<file path="src/rtl/data_lsu_pkg.sv">
// Shared types and constants for the data_lsu load/store initiator.
package data_lsu_pkg;

    localparam int TAM_DEF     = 16;
    localparam int LMEM_DEF    = 8;
    localparam int MEM_LAT_MAX = 4;
    // The counter only ever holds MEM_LAT-1, so log2 of the maximum latency is enough
    localparam int CNT_W       = $clog2(MEM_LAT_MAX);

    typedef enum logic [2:0] {
        IDLE,
        STORE,
        LOAD,
        WAIT,
        RESP,
        ERR
    } lsu_state_e;

endpackage

</file>
<file path="src/rtl/data_lsu_lat_cnt.sv">
// Loadable down-counter with a zero flag; times the DataMEM read latency.
module data_lsu_lat_cnt
    import data_lsu_pkg::*;
#(
    parameter int W = CNT_W
)
(
    input  logic         clk,
    input  logic         rst,
    input  logic         load_i,
    input  logic [W-1:0] load_val_i,
    input  logic         dec_i,
    output logic         zero_o
);

    logic [W-1:0] cnt_q;
    logic [W-1:0] cnt_d;

    // Reload wins over decrement, and the count saturates at zero
    always_comb begin
        cnt_d = cnt_q;
        if (load_i) begin
            cnt_d = load_val_i;
        end else if (dec_i && (cnt_q != '0)) begin
            cnt_d = cnt_q - W'(1);
        end
    end

    // Count register, cleared by the active-low asynchronous reset
    always_ff @(posedge clk or negedge rst) begin
        if (!rst) begin
            cnt_q <= '0;
        end else begin
            cnt_q <= cnt_d;
        end
    end

    assign zero_o = (cnt_q == '0);

endmodule

</file>
<file path="src/rtl/data_lsu.sv">
// data_lsu: per-core load/store initiator driving one DataMEM port.
// Optional feature macro: LSU_BOUNDS_CHECK_EN (rejects addresses with bits
// above LMEM set, answering with rsp_err instead of touching memory).
module data_lsu
    import data_lsu_pkg::*;
#(
    parameter int TAM     = TAM_DEF,
    parameter int LMEM    = LMEM_DEF,
    parameter int MEM_LAT = 1
)
(
    input  logic           clk,
    input  logic           rst,
    input  logic           req_valid,
    output logic           req_ready,
    input  logic           req_write,
    input  logic [TAM-1:0] req_addr,
    input  logic [TAM-1:0] req_data,
    output logic           rsp_valid,
    output logic [TAM-1:0] rsp_data,
    output logic           rsp_err,
    output logic [TAM-1:0] dataADDR,
    output logic [TAM-1:0] dataIN,
    output logic           dataWrite,
    output logic           dataLoad,
    input  logic [TAM-1:0] dataOUT
);

    localparam logic [CNT_W-1:0] LAT_LOAD = CNT_W'(MEM_LAT - 1);

    lsu_state_e     state_q;
    logic           req_ready_q;
    logic           rsp_valid_q;
    logic           rsp_err_q;
    logic [TAM-1:0] rsp_data_q;
    logic [TAM-1:0] addr_q;
    logic [TAM-1:0] din_q;
    logic           write_q;
    logic           load_q;
    logic           cnt_zero;
    logic           oob;

`ifdef LSU_BOUNDS_CHECK_EN
    assign oob = |req_addr[TAM-1:LMEM];
`else
    assign oob = 1'b0;
`endif

    data_lsu_lat_cnt #(
        .W (CNT_W)
    ) u_lat_cnt (
        .clk        (clk),
        .rst        (rst),
        .load_i     (state_q == LOAD),
        .load_val_i (LAT_LOAD),
        .dec_i      (state_q == WAIT),
        .zero_o     (cnt_zero)
    );

    // Command FSM; every port-facing output is a register updated here
    always_ff @(posedge clk or negedge rst) begin
        if (!rst) begin
            state_q     <= IDLE;
            req_ready_q <= 1'b0;
            rsp_valid_q <= 1'b0;
            rsp_err_q   <= 1'b0;
            rsp_data_q  <= '0;
            addr_q      <= '0;
            din_q       <= '0;
            write_q     <= 1'b0;
            load_q      <= 1'b0;
        end else begin
            rsp_valid_q <= 1'b0;
            rsp_err_q   <= 1'b0;
            write_q     <= 1'b0;
            load_q      <= 1'b0;
            case (state_q)
                IDLE: begin
                    if (req_valid && req_ready_q) begin
                        req_ready_q <= 1'b0;
                        if (oob) begin
                            state_q     <= ERR;
                            rsp_valid_q <= 1'b1;
                            rsp_err_q   <= 1'b1;
                            rsp_data_q  <= '0;
                        end else begin
                            addr_q <= req_addr;
                            din_q  <= req_data;
                            if (req_write) begin
                                state_q     <= STORE;
                                write_q     <= 1'b1;
                                rsp_valid_q <= 1'b1;
                                rsp_data_q  <= '0;
                            end else begin
                                state_q <= LOAD;
                                load_q  <= 1'b1;
                            end
                        end
                    end else begin
                        req_ready_q <= 1'b1;
                    end
                end
                STORE, ERR, RESP: begin
                    state_q     <= IDLE;
                    req_ready_q <= 1'b1;
                end
                LOAD: begin
                    state_q <= WAIT;
                end
                WAIT: begin
                    if (cnt_zero) begin
                        state_q     <= RESP;
                        rsp_valid_q <= 1'b1;
                        rsp_data_q  <= dataOUT;
                    end
                end
                default: begin
                    state_q     <= IDLE;
                    req_ready_q <= 1'b0;
                end
            endcase
        end
    end

    assign req_ready = req_ready_q;
    assign rsp_valid = rsp_valid_q;
    assign rsp_data  = rsp_data_q;
    assign rsp_err   = rsp_err_q;
    assign dataADDR  = addr_q;
    assign dataIN    = din_q;
    assign dataWrite = write_q;
    assign dataLoad  = load_q;

endmodule

</file>
<file path="config.mk">
export PLATFORM = sky130hd
export DESIGN_NAME = data_lsu
export DESIGN_NICKNAME = d
export VERILOG_FILES = /design/src/rtl/data_lsu_pkg.sv /design/src/rtl/data_lsu_lat_cnt.sv /design/src/rtl/data_lsu.sv
export SDC_FILE = /design/constraint.sdc
export NUM_CORES = 1
export LEC_CHECK = 0
export ABC_AREA = 1
export CAP_MARGIN = 20
export CORE_UTILIZATION = 45
export CTS_CLUSTER_SIZE = 24
export DETAILED_ROUTE_END_ITERATION = 12
export GPL_TIMING_DRIVEN = 0
export PLACE_DENSITY = 0.85
export SKIP_LAST_GASP = 1
export SYNTH_ARGS = -nofsm -noshare
export SYNTH_HDL_FRONTEND = slang
export SYNTH_HIERARCHICAL = 1
export SYNTH_SLANG_ARGS = --single-unit
</file>
<file path="constraint.sdc">
create_clock -name clk -period 3.2 [get_ports clk]
set_clock_uncertainty 0.2 [all_clocks]
set_input_delay 0.8 -clock clk [delete_from_list [all_inputs] [get_ports clk]]
set_output_delay 0.8 -clock clk [all_outputs]
set_load 0.02 [all_outputs]
</file>
==> out/qor.txt <==
NumNets Final - 439
Synth Area in XOR/XNOR - 0
Layout area overhead - 55.9%
Post-synth top flop - dfrtp_1
Remaining antenna violation count - 0
Worst Reg-to-Reg Cells - 6
Hold-fix buffers at CTS - 0
Total GRT Usage - 0.198
Least-Margin Pin Slew - 0.800 ns
Average cell area after synthesis - 8.86 µm²
Number of synthesis warnings - 6
Hold crit path type - register to register
Via count - 2123
CTS clk-pin slew, worst paths - 0.06 ns
First-iteration detailed-routing DRC count - 71
Fraction of registers with async set/reset - 1.00
Final GP Congestion - 0.738
Die ar. - 5590 µm²
# diodes - 0
#FFs+latches synth - 57
Post-route clock period utilization - 0.733
Synth Cell Area - 2380 µm²
R2R Path Start - u_lat_cnt/cnt_q[0]$_DFFE_PN0P_
Slew Limit Fails - 0
DR DRC count - 0
Final hold vios - 0
Slowest stage cell, crit path - clkdlybuf4s50_1
Initial antenna violation count - 0
Final setup viols - 0
CP endpoint kind - output port
RSZ-0062 raised after global routing - no
First drt pass iteration count - 4
Synth top area share - 0.599
Total CTS buffers - 9
Final setup margin - 0.854 ns
Global route total overflow - 0
Fmax - 426 MHz
Clk sinks - 57
Pleak - 1.90 nW
Adder-cell share of the synthesized area - 0.00525
Worst path max stage delay - 0.64 ns
Worst Setup Slack post-DPL - 0.889 ns
Critical path class - register to output port
Core Rows - 26
Port Buffers - 103
Crit path from - req_ready$_DFFE_PN0N_
Post_cts resized - 0
Max cap viols - 0
Root buffer cell - clkbuf_8
Yosys cell types - 22
Ports - 105
Largest family of logic cells by synthesized area - simple AND/OR/NAND/NOR gates
Via density - 4.63
IR drop worst, VDD - 530 µV
Mux share of post-synthesis cell area - 0
Die Wd - 74.8 µm
Post-synth EDFFs - 0
Minimum clock period - 2.35 ns
Largest net degree at the start of global routing - 36
Hold Path Depth - 2
H-Tree Level Count - 3
Core area - 5110 µm²
Largest cells by area after synthesis - dfrtp_1, nand2_1, nand3_1
Normalized max-slew margin - 0.467
Synth top cells by count - nand2_1, dfrtp_1, nand3_1
CP bufs+invs - 1
RR Endpoint - rsp_data[14]$_DFFE_PN0P_
Fraction of layout instances using a drive strength above 1 - 0.0874
Part of the Yosys area used for sequential elements - 0.599
Critical path startpoint category - register
Crit path DAT - 1.35 ns
Drt total wl - 5.37 mm
Initial core utilization - 0.466
Top delay family on crit path - buffers and inverters
Worst path required time - 2.20 ns
Clock buffer depth - 2
Die Span Y - 74.8 µm
Worst skew pair latency - 0.32 ns
Synth Area in Compound Gates - 0.0189
First-pass GRT wire length - 8.16 mm
Number of global-route vias before repair - 1942
R2R Setup Slk - 1.59 ns
Hold Path End - dataADDR[8]$_DFFE_PN0P_
Final std cells w/o fill - 459
Crit-path cells - clkdlybuf4s50_1
Crit Path Max Fanout - 4
WL/cell - 11.7 µm
Simple-gate share of the synthesized area - 0.305
TritonCTS clock tree - yes
Post-Syn Instances - 269
Power per cell area - 998 nW/µm²
Post-DP HPWL - 4.06 mm
Synth area leader - dfrtp_1
Hold path start - dataADDR[8]$_DFFE_PN0P_
Most frequent cell after synthesis - nand2_1
Post CTS Setup Buffer Count - 0
Run status - finished clean
DP Cell Count - 445
[routing by layer]
metal / global-route usage / vias to the layer above / wire length, µm
met1: 0.220 / 993 / 2280
li1: - / 1050 / -
met3: 0.0723 / 8 / 378
met5: 0 / - / 0
met2: 0.344 / 72 / 2650
met4: 0.0818 / 0 / 63
[logic make-up (layout without fill, tap and decap cells)]
| kind of cell | count (synthesis) | count (layout) |
|---|---|---|
| AO/OA/AOI/OAI | 8 | 8 |
| AND/OR/NAND/NOR | 173 | 173 |
| adder cells (fa/ha/maj) | 1 | 1 |
| buffers and inverters | 29 | 147 |
| flip-flops | 57 | 57 |
| other | 1 | 3 |
[cells in the final DEF (no fill, tap or decap), types with 5 or more instances in the layout]
cell,synthesis,routed
clkbuf_8,0,10
dfrtp_1,57,57
nor2_1,9,9
nand3_1,20,20
clkdlybuf4s50_1,0,102
inv_1,16,16
buf_6,5,5
nand2_1,138,138
buf_4,5,5
[stage by stage]
stage | hold WS (ns) | TNS (ns) | total power, mW | instance area, µm² | utilization
detailed placement | 0.258 | 0 | 3.10 | 3530 | 0.691
global route | 0.291 | 0 | 3.95 | 3710 | 0.727
global placement | 0.252 | -32.90 | 3.04 | 3510 | 0.687
finish | 0.268 | 0 | 3.71 | 3710 | 0.727
floorplan | 0.278 | 0 | 2.25 | 2390 | -
CTS | 0.272 | 0 | 3.75 | 3710 | 0.727
[sequential cells by signal, summed over array words and instances, names as in the netlist]
| name | cells |
|---|---|
| dataLoad | 1 |
| dataWrite | 1 |
| dataADDR | 16 |
| dataIN | 16 |
| state_q | 3 |
| rsp_valid | 1 |
| rsp_data | 16 |
| req_ready | 1 |
| u_lat_cnt/cnt_q | 2 |
[layout make-up]
class / count / area, µm²
sequential: 57 / 1430
fill: 398 / 1390
timing repair buffer: 104 / 1050
multi-input combinational: 185 / 796
clock buffer: 10 / 138
buffer: 10 / 93.8
tap: 70 / 87.6
inverter: 19 / 73.8
clock inverter: 4 / 45.0
[power by group]
group / internal (mW) / total [mW] / switching, mW
Clock: 0.367 / 0.623 / 0.256
Combinational: 0.845 / 1.83 / 0.984
Sequential: 1.06 / 1.25 / 0.197
[worst max-delay path by stage]
stage / slack [ns] / end / cells past startpoint
4_1_cts: 0.84 / req_ready / 1
6_report: 0.85 / req_ready / 1
2_1_floorplan: 1.51 / dataADDR[10]$_DFFE_PN0P_ / 6
3_5_place_dp: 0.89 / dataIN[3]$_DFFE_PN0P_ / 7
5_1_grt: 0.83 / req_ready / 1
3_3_place_gp: -0.58 / dataADDR[2]$_DFFE_PN0P_ / 1
No activity file was read; power rests on OpenSTA's default activity.
